==> src/rtl/mul_wb_scheduler.sv <==
// -----------------------------------------------------------------------------
// mul_wb_scheduler
//
// This block shares the single regfile write port between two sources: the main
// pipeline WB stage and the output of the 5-stage MUL pipeline (WMUL). A MUL
// result that loses arbitration to WB is buffered in a small circular FIFO.
// A scoreboard records which destinations have a MUL in flight. From it the
// block raises the ID-stage RAW/WAW hazard stall.
//
// Arbitration priority on the write port:
//   1. WB write.
//   2. Head of the MUL queue.
//   3. WMUL direct, used only while the queue is empty.
// Because the direct path is only taken with an empty queue, MUL results always
// retire in issue order.
//
// Optional build macro:
//   MUL_SB_BYPASS_EN  Forwards a pending source operand from the youngest queue
//                     entry that matches it. A forwarded source no longer
//                     stalls ID.
//
// Ports:
//   clk_i, reset_i              clock, synchronous active-low reset
//   wb_valid_i/we_i/rd_i/data_i WB stage write request
//   wmul_valid_i/rd_i/data_i    MUL pipeline result at WMUL
//   id_*                        ID-stage instruction decode info
//   rf_we_o/wr_addr_o/wr_data_o regfile write port
//   mul_stall_o                 queue full: hold all MUL_M* stage registers
//   hazard_stall_o              stall PC/ID on a pending MUL destination
//   id_rs{1,2}_fwd_o, id_rs{1,2}_fwd_data_o   (MUL_SB_BYPASS_EN only)
// -----------------------------------------------------------------------------
module mul_wb_scheduler #(
    parameter int QDEPTH = 2
) (
    input  logic        clk_i,
    input  logic        reset_i,
    input  logic        wb_valid_i,
    input  logic        wb_we_i,
    input  logic [4:0]  wb_rd_i,
    input  logic [31:0] wb_data_i,
    input  logic        wmul_valid_i,
    input  logic [4:0]  wmul_rd_i,
    input  logic [31:0] wmul_data_i,
    input  logic        id_valid_i,
    input  logic        id_advance_i,
    input  logic        id_is_mul_i,
    input  logic        id_reads_rs1_i,
    input  logic        id_reads_rs2_i,
    input  logic [4:0]  id_rs1_i,
    input  logic [4:0]  id_rs2_i,
    input  logic        id_writes_rd_i,
    input  logic [4:0]  id_rd_i,
    output logic        rf_we_o,
    output logic [4:0]  rf_wr_addr_o,
    output logic [31:0] rf_wr_data_o,
    output logic        mul_stall_o,
    output logic        hazard_stall_o
`ifdef MUL_SB_BYPASS_EN
    ,
    output logic        id_rs1_fwd_o,
    output logic        id_rs2_fwd_o,
    output logic [31:0] id_rs1_fwd_data_o,
    output logic [31:0] id_rs2_fwd_data_o
`endif
);

    localparam int PTR_W = (QDEPTH > 1) ? $clog2(QDEPTH) : 1;
    localparam int CNT_W = $clog2(QDEPTH + 1);

    // ---------------------------------------------------------------- state
    logic [31:0]      pending_reg;
    logic [31:0]      pending_next;
    logic [4:0]       q_rd_reg   [QDEPTH];
    logic [31:0]      q_data_reg [QDEPTH];
    logic [PTR_W-1:0] rd_ptr_reg;
    logic [PTR_W-1:0] wr_ptr_reg;
    logic [CNT_W-1:0] count_reg;

    function automatic logic [PTR_W-1:0] ptr_inc(input logic [PTR_W-1:0] p);
        return (p == PTR_W'(QDEPTH - 1)) ? '0 : p + 1'b1;
    endfunction

    // ---------------------------------------------------------- arbitration
    logic q_full;
    logic q_empty;
    logic wb_req;
    logic mul_in;
    logic mul_keep;   // accepted WMUL result that must reach the regfile
    logic q_pop;
    logic q_push;
    logic mul_direct;

    assign q_full  = (count_reg == CNT_W'(QDEPTH));
    assign q_empty = (count_reg == '0);
    assign wb_req  = wb_valid_i & wb_we_i & (wb_rd_i != 5'd0);
    // While the queue is full, the MUL pipeline is frozen and WMUL is not consumed.
    assign mul_in  = wmul_valid_i & ~q_full;
    // A result for r0 is accepted, so the pipeline drains, and then thrown away.
    assign mul_keep   = mul_in & (wmul_rd_i != 5'd0);
    assign q_pop      = ~wb_req & ~q_empty;
    assign mul_direct = mul_keep & ~wb_req & q_empty;
    assign q_push     = mul_keep & (wb_req | ~q_empty);

    logic        port_we;
    logic [4:0]  port_addr;
    logic [31:0] port_data;
    logic        mul_wr;      // port carries a MUL result this cycle
    logic [4:0]  mul_wr_rd;

    always_comb begin
        port_we   = 1'b0;
        port_addr = 5'd0;
        port_data = 32'd0;
        mul_wr    = 1'b0;
        mul_wr_rd = 5'd0;
        if (wb_req) begin
            port_we   = 1'b1;
            port_addr = wb_rd_i;
            port_data = wb_data_i;
        end else if (q_pop) begin
            port_we   = 1'b1;
            port_addr = q_rd_reg[rd_ptr_reg];
            port_data = q_data_reg[rd_ptr_reg];
            mul_wr    = 1'b1;
            mul_wr_rd = q_rd_reg[rd_ptr_reg];
        end else if (mul_direct) begin
            port_we   = 1'b1;
            port_addr = wmul_rd_i;
            port_data = wmul_data_i;
            mul_wr    = 1'b1;
            mul_wr_rd = wmul_rd_i;
        end
    end

    // Outputs are forced quiet while reset is held.
    assign rf_we_o      = reset_i & port_we;
    assign rf_wr_addr_o = port_addr;
    assign rf_wr_data_o = port_data;
    assign mul_stall_o  = reset_i & q_full;

    // ---------------------------------------------------------------- queue
    always_ff @(posedge clk_i) begin
        if (!reset_i) begin
            rd_ptr_reg <= '0;
            wr_ptr_reg <= '0;
            count_reg  <= '0;
        end else begin
            if (q_push) begin
                wr_ptr_reg <= ptr_inc(wr_ptr_reg);
            end
            if (q_pop) begin
                rd_ptr_reg <= ptr_inc(rd_ptr_reg);
            end
            case ({q_push, q_pop})
                2'b10:   count_reg <= count_reg + CNT_W'(1);
                2'b01:   count_reg <= count_reg - CNT_W'(1);
                default: count_reg <= count_reg;
            endcase
        end
    end

    // The payload needs no reset. The count and the pointers decide which
    // entries are meaningful.
    always_ff @(posedge clk_i) begin
        if (q_push) begin
            q_rd_reg[wr_ptr_reg]   <= wmul_rd_i;
            q_data_reg[wr_ptr_reg] <= wmul_data_i;
        end
    end

    // ----------------------------------------------------------- scoreboard
    logic mul_issue;
    assign mul_issue = id_valid_i & id_advance_i & id_is_mul_i & id_writes_rd_i
                       & (id_rd_i != 5'd0);

    for (genvar gi = 0; gi < 32; gi++) begin : g_sb
        // If a set and a clear hit the same register in one cycle, the set
        // wins, because the newly issued MUL is still outstanding.
        always_comb begin
            pending_next[gi] = pending_reg[gi];
            if (mul_wr && (mul_wr_rd == 5'(gi))) begin
                pending_next[gi] = 1'b0;
            end
            if (mul_issue && (id_rd_i == 5'(gi))) begin
                pending_next[gi] = 1'b1;
            end
        end
    end

    always_ff @(posedge clk_i) begin
        if (!reset_i) begin
            pending_reg <= 32'd0;
        end else begin
            pending_reg <= pending_next;
        end
    end

    // --------------------------------------------------------------- hazard
    logic [1:0]       src_reads;
    logic [1:0][4:0]  src_rs;
    logic [1:0]       src_pend;  // source reads a register with a MUL in flight
    logic [1:0]       src_fwd;   // that source is covered by a queue entry
    logic             waw_hit;

    assign src_reads = {id_reads_rs2_i, id_reads_rs1_i};
    assign src_rs    = {id_rs2_i, id_rs1_i};
    assign waw_hit   = id_writes_rd_i & (id_rd_i != 5'd0) & pending_reg[id_rd_i];

    for (genvar gi = 0; gi < 2; gi++) begin : g_src
        assign src_pend[gi] = src_reads[gi] & (src_rs[gi] != 5'd0)
                              & pending_reg[src_rs[gi]];
    end

`ifdef MUL_SB_BYPASS_EN
    logic [1:0]        src_hit;
    logic [1:0][31:0]  src_data;

    // Walk the queue from oldest to youngest, so that the last match, which is
    // the youngest entry, determines the forwarded value.
    for (genvar gi = 0; gi < 2; gi++) begin : g_fwd
        always_comb begin
            src_hit[gi]  = 1'b0;
            src_data[gi] = 32'd0;
            for (int k = 0; k < QDEPTH; k++) begin
                int idx;
                idx = int'(rd_ptr_reg) + k;
                if (idx >= QDEPTH) begin
                    idx = idx - QDEPTH;
                end
                if ((k < int'(count_reg)) && (q_rd_reg[idx[PTR_W-1:0]] == src_rs[gi])) begin
                    src_hit[gi]  = 1'b1;
                    src_data[gi] = q_data_reg[idx[PTR_W-1:0]];
                end
            end
        end
        assign src_fwd[gi] = src_pend[gi] & src_hit[gi];
    end

    assign id_rs1_fwd_o      = reset_i & id_valid_i & src_fwd[0];
    assign id_rs2_fwd_o      = reset_i & id_valid_i & src_fwd[1];
    assign id_rs1_fwd_data_o = src_data[0];
    assign id_rs2_fwd_data_o = src_data[1];
`else
    assign src_fwd = 2'b00;
`endif

    // Only the registered pending state is used here. A register whose MUL
    // result is being written this cycle therefore still stalls ID for this
    // cycle.
    assign hazard_stall_o = reset_i & id_valid_i
                            & (|(src_pend & ~src_fwd) | waw_hit);

endmodule

==> config.mk <==
export PLATFORM = sky130hd
export DESIGN_NAME = mul_wb_scheduler
export DESIGN_NICKNAME = d
export VERILOG_FILES = /design/src/rtl/mul_wb_scheduler.sv
export SDC_FILE = /design/constraint.sdc
export NUM_CORES = 1
export LEC_CHECK = 0
export CAP_MARGIN = 20
export CORE_MARGIN = 8
export CORE_UTILIZATION = 51
export DETAILED_ROUTE_END_ITERATION = 10
export PLACE_DENSITY_LB_ADDON = 0.05
export SYNTH_ARGS = -nofsm -noshare
export SYNTH_HDL_FRONTEND = slang
export SYNTH_SLANG_ARGS = --single-unit
==> constraint.sdc <==
create_clock -name clk_i -period 4.15 [get_ports clk_i]
set_input_delay 0.83 -clock clk_i [delete_from_list [all_inputs] [get_ports clk_i]]
set_output_delay 0.83 -clock clk_i [all_outputs]
set_load 0.005 [all_outputs]
## After elaboration in Yosys (flattened, before gate mapping)

Memory sizes are Yosys's and may differ from the RTL's. A register that Yosys moved wholly into a read port is not among the register bits.
Cells that the tools add are included.

- $add $sub $neg: 4
- $lt $le $gt $ge: 3
- Equal/unequal tests: 65
- Mux-type cells: 90
- Bitwise gates (word level): 27
- Reductions and logical operators: 106

Operators with widths:

| operator | count |
|---|---|
| equality test 5 bit (second input constant) | 32 |
| 2-to-1 mux 32 bit | 3 |
| equality test 5 x 4 -> 1 bit (second input constant) | 16 |
| 2-to-1 mux 1 bit | 79 |
| nonzero test 2 bit | 33 |
| logical AND 1 bit | 64 |
| equality test 5 x 3 -> 1 bit (second input constant) | 8 |
| nonzero test 5 bit | 5 |
| AND 1 bit | 22 |
| equality test 5 x 2 -> 1 bit (second input constant) | 4 |
| 2-to-1 mux 5 bit | 4 |
| less-than comparator 5 x 6 -> 1 bit (second input constant) | 3 |
| binary-select mux 1 bit (select 5 bit) | 3 |
| equality test 5 x 1 -> 1 bit (second input constant) | 2 |
| logical NOT 5 bit | 2 |
| equality test 2 bit (second input constant) | 2 |
| case mux 2 bit (2 select lines) | 1 |
| NOT 1 bit | 3 |
| adder 1 bit (second input constant) | 2 |
| adder 2 x 1 -> 2 bit (second input constant) | 1 |
| equality test 2 x 1 -> 1 bit (second input constant) | 1 |
| logical NOT 2 bit | 1 |
| bitwise OR 1 bit | 2 |
| OR reduction 2 bit | 1 |
| subtractor 2 x 1 -> 2 bit (second input constant) | 1 |

- Flip-flop bits (word level): 36
- Bits in writable memories: 74
- Input port bits: 100
- Output and inout bits: 40
- Word-level logic and storage cells: 332
- Memories kept: 2

Memory list:

| name | depth | width | read ports | clocked after memory_dff | write ports | RTL line | RTL |
|---|---|---|---|---|---|---|---|
| q_data_reg | 2 | 32 | 1 | 1 | 1 | 74 | `logic [31:0] q_data_reg [QDEPTH];` |
| q_rd_reg | 2 | 5 | 1 | 1 | 1 | 73 | `logic [4:0] q_rd_reg [QDEPTH];` |

## Depth between registers and ports, before layout

Gate-level depths: netlist (run 1).

- Depth in word-level cells: 13
- Mapped depth: 9
- Depth with buffers taken out: 8

## Worst setup path after synthesis (run 1)

No wires, ideal clock.

- Path kind: input to register
- Start point: in wb_rd_i[2]
- End point: mem q_data_reg[0][0], enable pin
- Setup time: 431 ps
- Data arrival time: 3084 ps
- Required time: 3719 ps
- Slack: 635 ps
- Cell stages on the path: 6
- Buffers on the path: 1
- Cell sequence: or4_4 o211ai_2 buf_4 a21oi_1 inv_1 nor2_1

- Cells in the longest elaborated chain, start to end: 6

Ends and longest elaborated chain:

| element | RTL line | RTL |
|---|---|---|
| start: declaration | 39 | `input logic [4:0] wb_rd_i,` |
| nonzero test 5 bit | 95 | `assign wb_req = wb_valid_i & wb_we_i & (wb_rd_i != 5'd0);` |
| AND 1 bit | 95 |  |
| bitwise OR 1 bit | 102 | `assign q_push = mul_keep & (wb_req \| ~q_empty);` |
| AND 1 bit | 102 |  |
| 2-to-1 mux 1 bit | 165 | `if (q_push) begin` |
| 2-to-1 mux 1 bit (not written as such) | 167 | `q_data_reg[wr_ptr_reg] <= wmul_data_i;` |
| end: declaration | 74 |  |

No other way between the ends.

## Worst setup path in the final report (run 1)

- Start point: in wb_rd_i[1]
- End point: out rf_wr_addr_o[2]

- Cells in the longest elaborated chain, start to end: 8
- Elaborated cells on any way between the ends: 9
- Those cells by class: mux: 3; bitwise: 5; reduce/logical: 1

Ends and longest elaborated chain:

| element | RTL line | RTL |
|---|---|---|
| nonzero test 5 bit * | 95 |  |
| AND 1 bit * | 95 |  |
| NOT 1 bit | 100, 101 |  |
| AND 1 bit (2 in a row) | 101 | `assign mul_direct = mul_keep & ~wb_req & q_empty;` |
| 2-to-1 mux 5 bit | 126 | `end else if (mul_direct) begin` |
| 2-to-1 mux 5 bit | n/a |  |
| 2-to-1 mux 5 bit * | 116 | `if (wb_req) begin` |
| end: declaration | 54 | `output logic [4:0] rf_wr_addr_o,` |

Mark *: on every way between the ends. The rest lies on a longest branch, timed or not.

==> results.yml, run 1 <==
floorplanning:
  start_util_pct: 51.3
  die_area_mm2: 0.0156
  rows: 40
  core_area_mm2: 0.0118
  io_pins: 140
  die_y_um: 125
  fp.dieW_um: 125
cts:
  clk_latency_ns: 0.35
  cts_hold_buf: 0
  clkTransAtPathRegs_ns: 0.07
  h-tree-depth: 3
  root_buffer: "clkbuf_16"
  numCtsBuffers: 9
  clock_sinks: 111
  cts_resized: 0
  clockBufferDepth: 2
  cts_tree: "built"
  post-cts-setup-buffer-count: 0
run_status:
  run_status: "completed"
critical_path:
  cp.required_ns: 3.32
  cp_slowest_cell: "or4_4"
  arrival_ns: 3.18
  cp-start-kind: "input pin"
  r2r_cells: 5
  endpoint_kind: "primary output"
  reg2reg_slack_ns: 1.37
  crit_buf_inv: 3
  crit_chain: "clkdlybuf4s50_1 -> or4_4 -> o211ai_4 -> buf_4 -> and2_1 -> a31o_2 -> clkdlybuf4s50_1"
  r2r_end: "pending_reg[1]"
  critPathMaxStageDelay_ns: 0.56
  crit_family: "buffers and inverters"
  crit_top_cell: "clkdlybuf4s50_1"
  cp_max_fo: 16
  critPathKind: "input pin to primary output"
synth:
  syn_area_mm2: 0.00606
  synth_cell_types: 58
  ys_top_cells_by_count: "nor2_1, edfxtp_1, mux2i_1"
  yosys_warnings: 0
  netlist_instances: 563
  synth_fp_nets: 664
  synth_edf_count: 74
  ys.flop_type: "edfxtp_1"
  synth_most_common_cell: "nor2_1"
  ys_top_cells_by_area: "edfxtp_1, dfxtp_1, mux2i_1"
  synth_seq_cells: 111
  synth_top_area_share_pct: 36.7
  yosys.area.top_type: "edfxtp_1"
  avgSynthCellArea_um2: 10.8
  ys_async_sr_fraction_pct: 0
  ys_seq_area_share_pct: 48.9
placed_design:
  place_congestion: 0.937
  dp_hpwl_um: 12600
  io_buffers: 139
sta:
  hold_violations: 0
  fmax_mhz: 249
  fin_crit_sh_pct: 96.7
  worstMarginPinSlew_ns: 0.939
  slew_viol_final: 0
  whs_ns: 0.478
  rsz0062_at_grt: "no"
  setup_viol: 0
  fin_worst_skew_ns: 0.00654
  max-slew-margin-rel_pct: 37.4
  fin_crit_ns: 4.01
  tns_ns: 0
routing:
  post_drt_wl_per_cell_um: 20.1
  via_count: 5145
  ant_nets: 0
  firstDrtPassIters: 5
  routed_wl_um: 17100
  vias_per_cell: 6.05
  drc_errors: 0
  drtIter0Drc: 495
cells_and_area:
  drive_above_1_share_pct: 11.2
  area_growth_pct: 32.3
  largest_register_ffs: 64
  diodes: 0
  fin_nets: 799
min_path:
  worst_hold_path_type: "register to register"
  hold_path_depth: 2
  worstHoldStart: "pending_reg[0]"
  min_to: "pending_reg[0]"
global_routing:
  grt_pass1_wl_um: 27500
  grt_max_degree: 63
  antenna_found_initial: 1
  grt_usage_pct: 21.7
  grt_pass1_vias: 5237
  overflow: 0
power:
  powerDensity_mw_per_mm2: 473
  p_leak_nw: 2.72
  peakVddDrop_v: 0.000353
flow_run:
  cap_violations: 0
-- per-stage QoR --
| stage | cells | area [um^2] | power [mW] | setup slack, ns | util, % |
|---|---|---|---|---|---|
| floorplan | 563 | 6060 | 2.27 | 0.635 | - |
| global placement | 834 | 7740 | 3.00 | 0.168 | 65.5 |
| detailed placement | 834 | 7740 | 3.01 | 0.157 | 65.5 |
| CTS | 850 | 8010 | 3.82 | 0.133 | 67.8 |
| global route | 850 | 8010 | 4.01 | 0.0376 | 67.8 |
| finish | 850 | 8010 | 3.79 | 0.136 | 67.8 |
-- power breakdown --
| group | internal, mW | switching [mW] |
|---|---|---|
| Clock | 0.410 | 0.394 |
| Combinational | 0.762 | 0.819 |
| Sequential | 1.33 | 0.0735 |
-- worst max path at each step --
| stage | start | to | slack (ns) | cells past startpoint |
|---|---|---|---|---|
| finish | wb_rd_i[1] | rf_wr_addr_o[2] | 0.14 | 7 |
| global route | wb_rd_i[1] | rf_wr_addr_o[3] | 0.04 | 7 |
| CTS | wb_rd_i[1] | rf_wr_addr_o[2] | 0.13 | 7 |
| detailed placement | id_rd_i[1] | hazard_stall_o | 0.16 | 7 |
| global placement | id_rd_i[0] | hazard_stall_o | 0.17 | 8 |
| floorplan | wb_rd_i[2] | q_data_reg[0][0] | 0.63 | 6 |
-- layout by cell type, fill, tap and decap left out, drive strengths merged, types with 4 or more instances in the layout --
master | netlist | layout
nand2 | 35 | 35
nand3 | 7 | 7
clkdlybuf4s50 | 0 | 139
mux2 | 6 | 6
mux4 | 20 | 20
dfxtp | 37 | 37
buf | 14 | 27
o31ai | 20 | 20
a21boi | 24 | 24
o311ai | 6 | 6
inv | 12 | 13
mux2i | 49 | 49
nor2 | 77 | 77
o211ai | 4 | 4
a21oi | 37 | 37
clkbuf | 28 | 10
and2 | 8 | 8
nor4 | 4 | 4
o21ai | 11 | 11
a31oi | 35 | 35
edfxtp | 74 | 74
-- final cells by class --
| type | instances | area, um^2 |
|---|---|---|
| Fill cell | 965 | 3800 |
| Sequential cell | 111 | 2960 |
| Multi-Input combinational cell | 398 | 2900 |
| Timing Repair Buffer | 166 | 1640 |
| Clock buffer | 10 | 229 |
| Tap cell | 147 | 184 |
| Clock inverter | 6 | 45.0 |
| Inverter | 12 | 45.0 |
-- per-layer routing --
layer / up-vias / GRT usage [%] / wire, um
met3: 23 / 7.90 / 1410
met2: 193 / 34.8 / 8160
met5: - / 0 / 15
li1: 2434 / - / -
met1: 2493 / 26.9 / 7280
met4: 2 / 6.23 / 224
-- tightest hold or removal path: cells and delay by family, from the launching register on --
kind             cells  cell delay (ns)
flip-flops           1             0.34
AND/OR/NAND/NOR      2             0.10
-- logic make-up after synthesis --
kind of cell	count (synthesis)	synth area share (%)
AOI/OAI and AO/OA	163	18.4
xor gates and xnor gates	4	0.578
adders and majority gates	1	0.206
buffers and inverters	54	3.61
DFF	111	48.9
muxes	75	16.6
and+or+nand+nor	155	11.7
Note: power is estimated with default switching activity, not from simulation.
==> run 2: changes to the inputs <==
--- a/config.mk
+++ b/config.mk
@@ -5,6 +5,7 @@
 export SDC_FILE = /design/constraint.sdc
 export NUM_CORES = 1
 export LEC_CHECK = 0
+export ABC_AREA = 1
 export CAP_MARGIN = 20
 export CORE_MARGIN = 8
 export CORE_UTILIZATION = 51
==> run 2 against run 1 <==
  * Die area increased by 2.2%
  * Setup slack improved by 0.21 ns
  * Clock skew is 0.0025 ns lower
  * Sequential cell count did not move
  * Clock power rose by 1%
  * Global-route usage up 1.1 points
  * Register-to-register slack improved by 0.61 ns
  * Via count increased by 17%
  * Final area up 0.14%
==> results.yml, run 2 <==
routing:
  firstDrtPassIters: 6
  drtIter0Drc: 483
  drc_errors: 0
  routed_wl_um: 18600
  vias_per_cell: 5.61
  ant_nets: 0
  via_count: 6021
  post_drt_wl_per_cell_um: 17.3
synth:
  avgSynthCellArea_um2: 7.82
  yosys.area.top_type: "edfxtp_1"
  ys_seq_area_share_pct: 47.7
  synth_edf_count: 74
  ys.flop_type: "edfxtp_1"
  netlist_instances: 795
  synth_fp_nets: 896
  yosys_warnings: 0
  syn_area_mm2: 0.00621
  synth_top_area_share_pct: 35.8
  synth_most_common_cell: "nand2_1"
  synth_cell_types: 38
  synth_seq_cells: 111
  ys_top_cells_by_count: "nand2_1, nand3_1, inv_1"
  ys_top_cells_by_area: "edfxtp_1, nand2_1, dfxtp_1"
  ys_async_sr_fraction_pct: 0
global_routing:
  grt_max_degree: 41
  grt_pass1_vias: 5925
  antenna_found_initial: 0
  grt_usage_pct: 22.8
  overflow: 0
  grt_pass1_wl_um: 29500
cts:
  post-cts-setup-buffer-count: 0
  root_buffer: "clkbuf_16"
  clkTransAtPathRegs_ns: 0.07
  h-tree-depth: 3
  cts_tree: "built"
  clockBufferDepth: 2
  numCtsBuffers: 9
  clock_sinks: 111
  clk_latency_ns: 0.35
  cts_resized: 0
  cts_hold_buf: 0
placed_design:
  io_buffers: 139
  place_congestion: 1.02
  dp_hpwl_um: 13800
critical_path:
  cp.required_ns: 3.32
  endpoint_kind: "primary output"
  cp_max_fo: 12
  cp-start-kind: "input pin"
  critPathKind: "input pin to primary output"
  r2r_end: "pending_reg[7]"
  arrival_ns: 2.98
  reg2reg_slack_ns: 1.98
  r2r_cells: 7
cells_and_area:
  area_growth_pct: 29.1
  drive_above_1_share_pct: 7.77
  multi_input_area_mm2: 0.00275
  ff_latch_area_mm2: 0.00296
  final_cell_mix: "nand2_1, clkdlybuf4s50_1, nand3_1"
  fillers: 1004
  largest_register_ffs: 64
  final_common_cell: "nand2_1"
  fin_nets: 1023
  diodes: 0
sta:
  rsz0062_at_grt: "no"
  setup_viol: 0
  fin_crit_sh_pct: 91.7
  fin_crit_ns: 3.81
  whs_ns: 0.451
  worstMarginPinSlew_ns: 0.603
  slew_viol_final: 0
  max-slew-margin-rel_pct: 59.8
  tns_ns: 0
  fmax_mhz: 263
  hold_violations: 0
  fin_worst_skew_ns: 0.00408
min_path:
  hold_path_depth: 1
  worstHoldStart: "rd_ptr_reg"
  worst_hold_path_type: "register to register"
floorplanning:
  core_area_mm2: 0.0120
  rows: 40
  die_area_mm2: 0.0160
  io_pins: 140
  start_util_pct: 52.0
  die_y_um: 126
  fp.dieW_um: 126
power:
  swShare_pct: 36.0
  combPwrFrac_pct: 42.3
  switching_power_mw: 1.40
  peakVddDrop_v: 0.000427
  p_leak_nw: 3.00
  internal_power_mw: 2.48
  powerDensity_mw_per_mm2: 484
  pwr-share-clk_pct: 20.9
  seqPwrFrac_pct: 36.7
flow_run:
  cap_violations: 0
run_status:
  run_status: "completed"
## run 2: cell types whose count changed after synthesis, sizes merged, moves of 20 or more
cell / before / now
nand2: 35 / 220
nand3: 7 / 123
inv: 12 / 91
mux2i: 49 / 1
a31oi: 35 / 0
o211ai: 4 / 38
a21oi: 37 / 67
nor2: 77 / 52
a21boi: 24 / 1
mux4: 20 / 0
o21ai: 11 / 31
## run 2: routing by layer
layer	wire (um)	vias to the layer above	part of all wire [%]	global-route usage, %
met2	8930	265	48	38.1
met1	7750	2785	42	27.4
met5	0	-	0	0
met3	1500	34	8.0	6.33
li1	-	2937	-	-
met4	415	0	2.2	8.28
## run 2: worst max-delay path by stage
| stage | start | to | slack, ns | cells past startpoint |
|---|---|---|---|---|
| 2_1_floorplan | wb_valid_i | q_data_reg[1][0] | 0.81 | 8 |
| 3_3_place_gp | id_rs1_i[1] | hazard_stall_o | 0.34 | 13 |
| 3_5_place_dp | wb_rd_i[1] | rf_wr_data_o[7] | 0.36 | 10 |
| 4_1_cts | wb_rd_i[1] | rf_wr_data_o[28] | 0.35 | 10 |
| 5_1_grt | id_rs1_i[1] | hazard_stall_o | 0.12 | 13 |
| 6_report | id_rs1_i[1] | hazard_stall_o | 0.34 | 13 |
## run 2: stage by stage
step | utilization, % | setup slack, ns | power, mW | instances | area (um^2)
floorplan | - | 0.808 | 2.35 | 795 | 6210
global placement | 64.8 | 0.337 | 3.06 | 1058 | 7750
detailed placement | 64.8 | 0.359 | 3.10 | 1058 | 7750
CTS | 67.1 | 0.351 | 3.91 | 1074 | 8030
global route | 67.1 | 0.121 | 4.09 | 1074 | 8030
finish | 67.1 | 0.345 | 3.88 | 1074 | 8030
## run 2: critical path: stages
cell             delay [ns]
clkdlybuf4s50_1        0.72
inv_1                  0.22
a21oi_1                0.16
o21ai_0                0.11
nand3_1                0.08
nand2_1                0.05
nand2_1                0.05
nand3_1                0.07
nand3b_1               0.10
nand3_1                0.07
nand2_1                0.06
inv_1                  0.03
clkdlybuf4s50_1        0.44
## run 2: cell type report
class / instances / share of cell area, %
Sequential cell: 111 / 36.9
Clock buffer: 12 / 3.07
Timing Repair Buffer: 151 / 18.6
Clock inverter: 4 / 0.374
Tap cell: 147 / 2.29
Multi-Input combinational cell: 554 / 34.2
Inverter: 95 / 4.47
## run 2: cell families (layout without fill, tap and decap cells)
group                      Yosys count  in the layout  synth area share [%]
buffers and inverters              130            262                  8.36
AOI/OAI and AO/OA                  143            143                  13.5
and+or+nand+nor                    405            405                  29.3
DFF                                111            111                  47.7
adders and majority gates            1              1                 0.201
muxes                                5              5                 0.946
## run 2: power groups by stage
stage                     clock network, mW  logic [mW]  registers [mW]
final                                 0.812        1.64            1.43
after global routing                  0.863        1.79            1.44
after CTS                             0.823        1.66            1.43
after detailed placement                  0        1.65            1.45
after global placement                    0        1.62            1.44
after floorplan                           0       0.949            1.40
==> run 3: changes to the inputs <==
--- a/config.mk
+++ b/config.mk
@@ -10,6 +10,7 @@
 export CORE_MARGIN = 8
 export CORE_UTILIZATION = 51
 export DETAILED_ROUTE_END_ITERATION = 10
+export GPL_TIMING_DRIVEN = 0
 export PLACE_DENSITY_LB_ADDON = 0.05
 export SYNTH_ARGS = -nofsm -noshare
 export SYNTH_HDL_FRONTEND = slang
==> run 3 against run 2 <==
  * Setup slack got worse by 0.21 ns
  * Highest routed layer unchanged
  * Clock skew increased by 0.0057 ns
  * Via count increased by 1.4%
  * Final area increased by 1.2%
  * Clock power is 5.7% higher
  * Die area unchanged
  * Critical path depth down 2
==> results.yml, run 3 (same netlist as run 2, synthesis figures left out) <==
critical_path:
  critPathKind: "input pin to primary output"
  r2r_cells: 11
  reg2reg_slack_ns: 2.01
  timing.rr.start: "count_reg[0]"
  cp_slowest_cell: "clkdlybuf4s50_1"
  crit_chain: "clkdlybuf4s50_1 -> nor2_1 -> nand3_2 -> nand2_4 -> inv_2 -> buf_2 -> nor3_4 -> clkbuf_4 -> nand2_1 -> nand3_1 -> clkdlybuf4s50_1"
  endpoint_kind: "primary output"
  crit_top_cell: "clkdlybuf4s50_1"
  cp-start-kind: "input pin"
  arrival_ns: 3.18
  startpoint: "wb_rd_i[1]"
  cp_max_fo: 10
  critPathMaxStageDelay_ns: 0.50
  cp.required_ns: 3.32
power:
  swShare_pct: 36.0
  peakVddDrop_v: 0.000497
  combPwrFrac_pct: 44.0
  p_leak_nw: 3.03
  internal_power_mw: 2.56
  seqPwrFrac_pct: 34.6
  switching_power_mw: 1.44
  pwr-share-clk_pct: 21.4
  p_total_mw: 4.01
  powerDensity_mw_per_mm2: 493
routing:
  vias_per_cell: 5.57
  ant_nets: 0
  routed_wl_um: 18900
  drtIter0Drc: 538
  post_drt_wl_per_cell_um: 17.2
  firstDrtPassIters: 5
  via_count: 6106
  drc_errors: 0
floorplanning:
  die_area_mm2: 0.0160
  fp.dieW_um: 126
  io_pins: 140
  start_util_pct: 52.0
  core_area_mm2: 0.0120
  die_y_um: 126
  rows: 40
sta:
  tns_ns: 0
  fin_ws_ns: 0.139
  hold_violations: 0
  fin_crit_sh_pct: 96.6
  worstMarginPinSlew_ns: 0.689
  slew_viol_final: 0
  max-slew-margin-rel_pct: 53.9
  rsz0062_at_grt: "no"
  setup_viol: 0
  fin_worst_skew_ns: 0.00973
  fmax_mhz: 249
  fin_crit_ns: 4.01
run_status:
  run_status: "completed"
global_routing:
  antenna_found_initial: 0
  grt_max_degree: 33
  grt_pass1_wl_um: 30400
  grt_usage_pct: 23.4
  overflow: 0
  grt_pass1_vias: 6160
min_path:
  worstHoldStart: "rd_ptr_reg"
  worst_hold_path_type: "register to register"
  hold_path_depth: 1
cts:
  root_buffer: "clkbuf_16"
  post-cts-setup-buffer-count: 0
  cts_tree: "built"
  numCtsBuffers: 9
  clk_latency_ns: 0.36
  clockBufferDepth: 2
  clkTransAtPathRegs_ns: 0.07
  h-tree-depth: 3
  clock_sinks: 111
placed_design:
  dp_hpwl_um: 14500
  place_congestion: 0.911
  pre_cts_ws_ns: 0.0387
  io_buffers: 137
  dp_cells: 1081
cells_and_area:
  fin_nets: 1045
  final_util_pct: 67.9
  area_growth_pct: 30.7
  final_cell_mix: "nand2_1, clkdlybuf4s50_1, nand3_1"
  diodes: 0
  drive_above_1_share_pct: 7.69
  largest_register_ffs: 64
  final_common_cell: "nand2_1"
  instances_no_fill: 1096
flow_run:
  cap_violations: 0
[run 3: cell types whose count changed in the layout (fill, tap and decap cells not counted), moves of 2 or more]
| cell | before | now |
|---|---|---|
| clkdlybuf4s50_1 | 139 | 137 |
| buf_4 | 11 | 1 |
| buf_1 | 0 | 2 |
| clkbuf_4 | 0 | 3 |
| clkbuf_1 | 2 | 22 |
| buf_6 | 0 | 2 |
| buf_2 | 0 | 5 |
[run 3: area by class of cell]
type | instances | area (um^2)
fill | 990 | 3840
buffer | 34 | 165
clock inverter | 5 | 57.6
tap | 147 | 184
multi-input combinational | 554 | 2750
timing repair buffer | 139 | 1410
clock buffer | 11 | 233
inverter | 95 | 359
sequential | 111 | 2960
[run 3: worst paths after layout]
path,to
worst max-delay path,rf_wr_data_o[5]
worst min-delay path,register
worst max register to register,count_reg[1]
worst min register to register,register
[run 3: routing by layer]
metal	global-route usage [%]	vias to the layer above	share of wire, %
met4	10.2	0	2.2
met1	28.6	2825	42
met3	5.15	36	7.1
met2	39.1	261	48
li1	-	2984	-
met5	0	-	0
[run 3: repair_timing]
| action | CTS | global route |
|---|---|---|
| hold buffers | 0 | 0 |
| setup endpoints to repair | 0 | 20 |
| resized for setup | 0 | 5 |
[run 3: worst max-delay path: cells and delay by family]
kind | cells | cell delay (ns)
simple gates | 6 | 0.86
buf+inv | 5 | 1.47
[run 3: per-stage QoR]
stage | hold WS [ns] | instance area (um^2)
CTS | 0.461 | 8120
detailed placement | 0.451 | 7830
global placement | 0.436 | 7770
finish | 0.459 | 8120
floorplan | 0.425 | 6210
global route | 0.484 | 8120
[run 3: power by group through the flow]
stage / sequential (mW) / clock, mW / combinational [mW]
detailed placement: 1.41 / 0 / 1.76
global placement: 1.41 / 0 / 1.69
global route: 1.40 / 0.904 / 1.92
CTS: 1.39 / 0.863 / 1.77
finish: 1.39 / 0.858 / 1.76
floorplan: 1.40 / 0 / 0.949
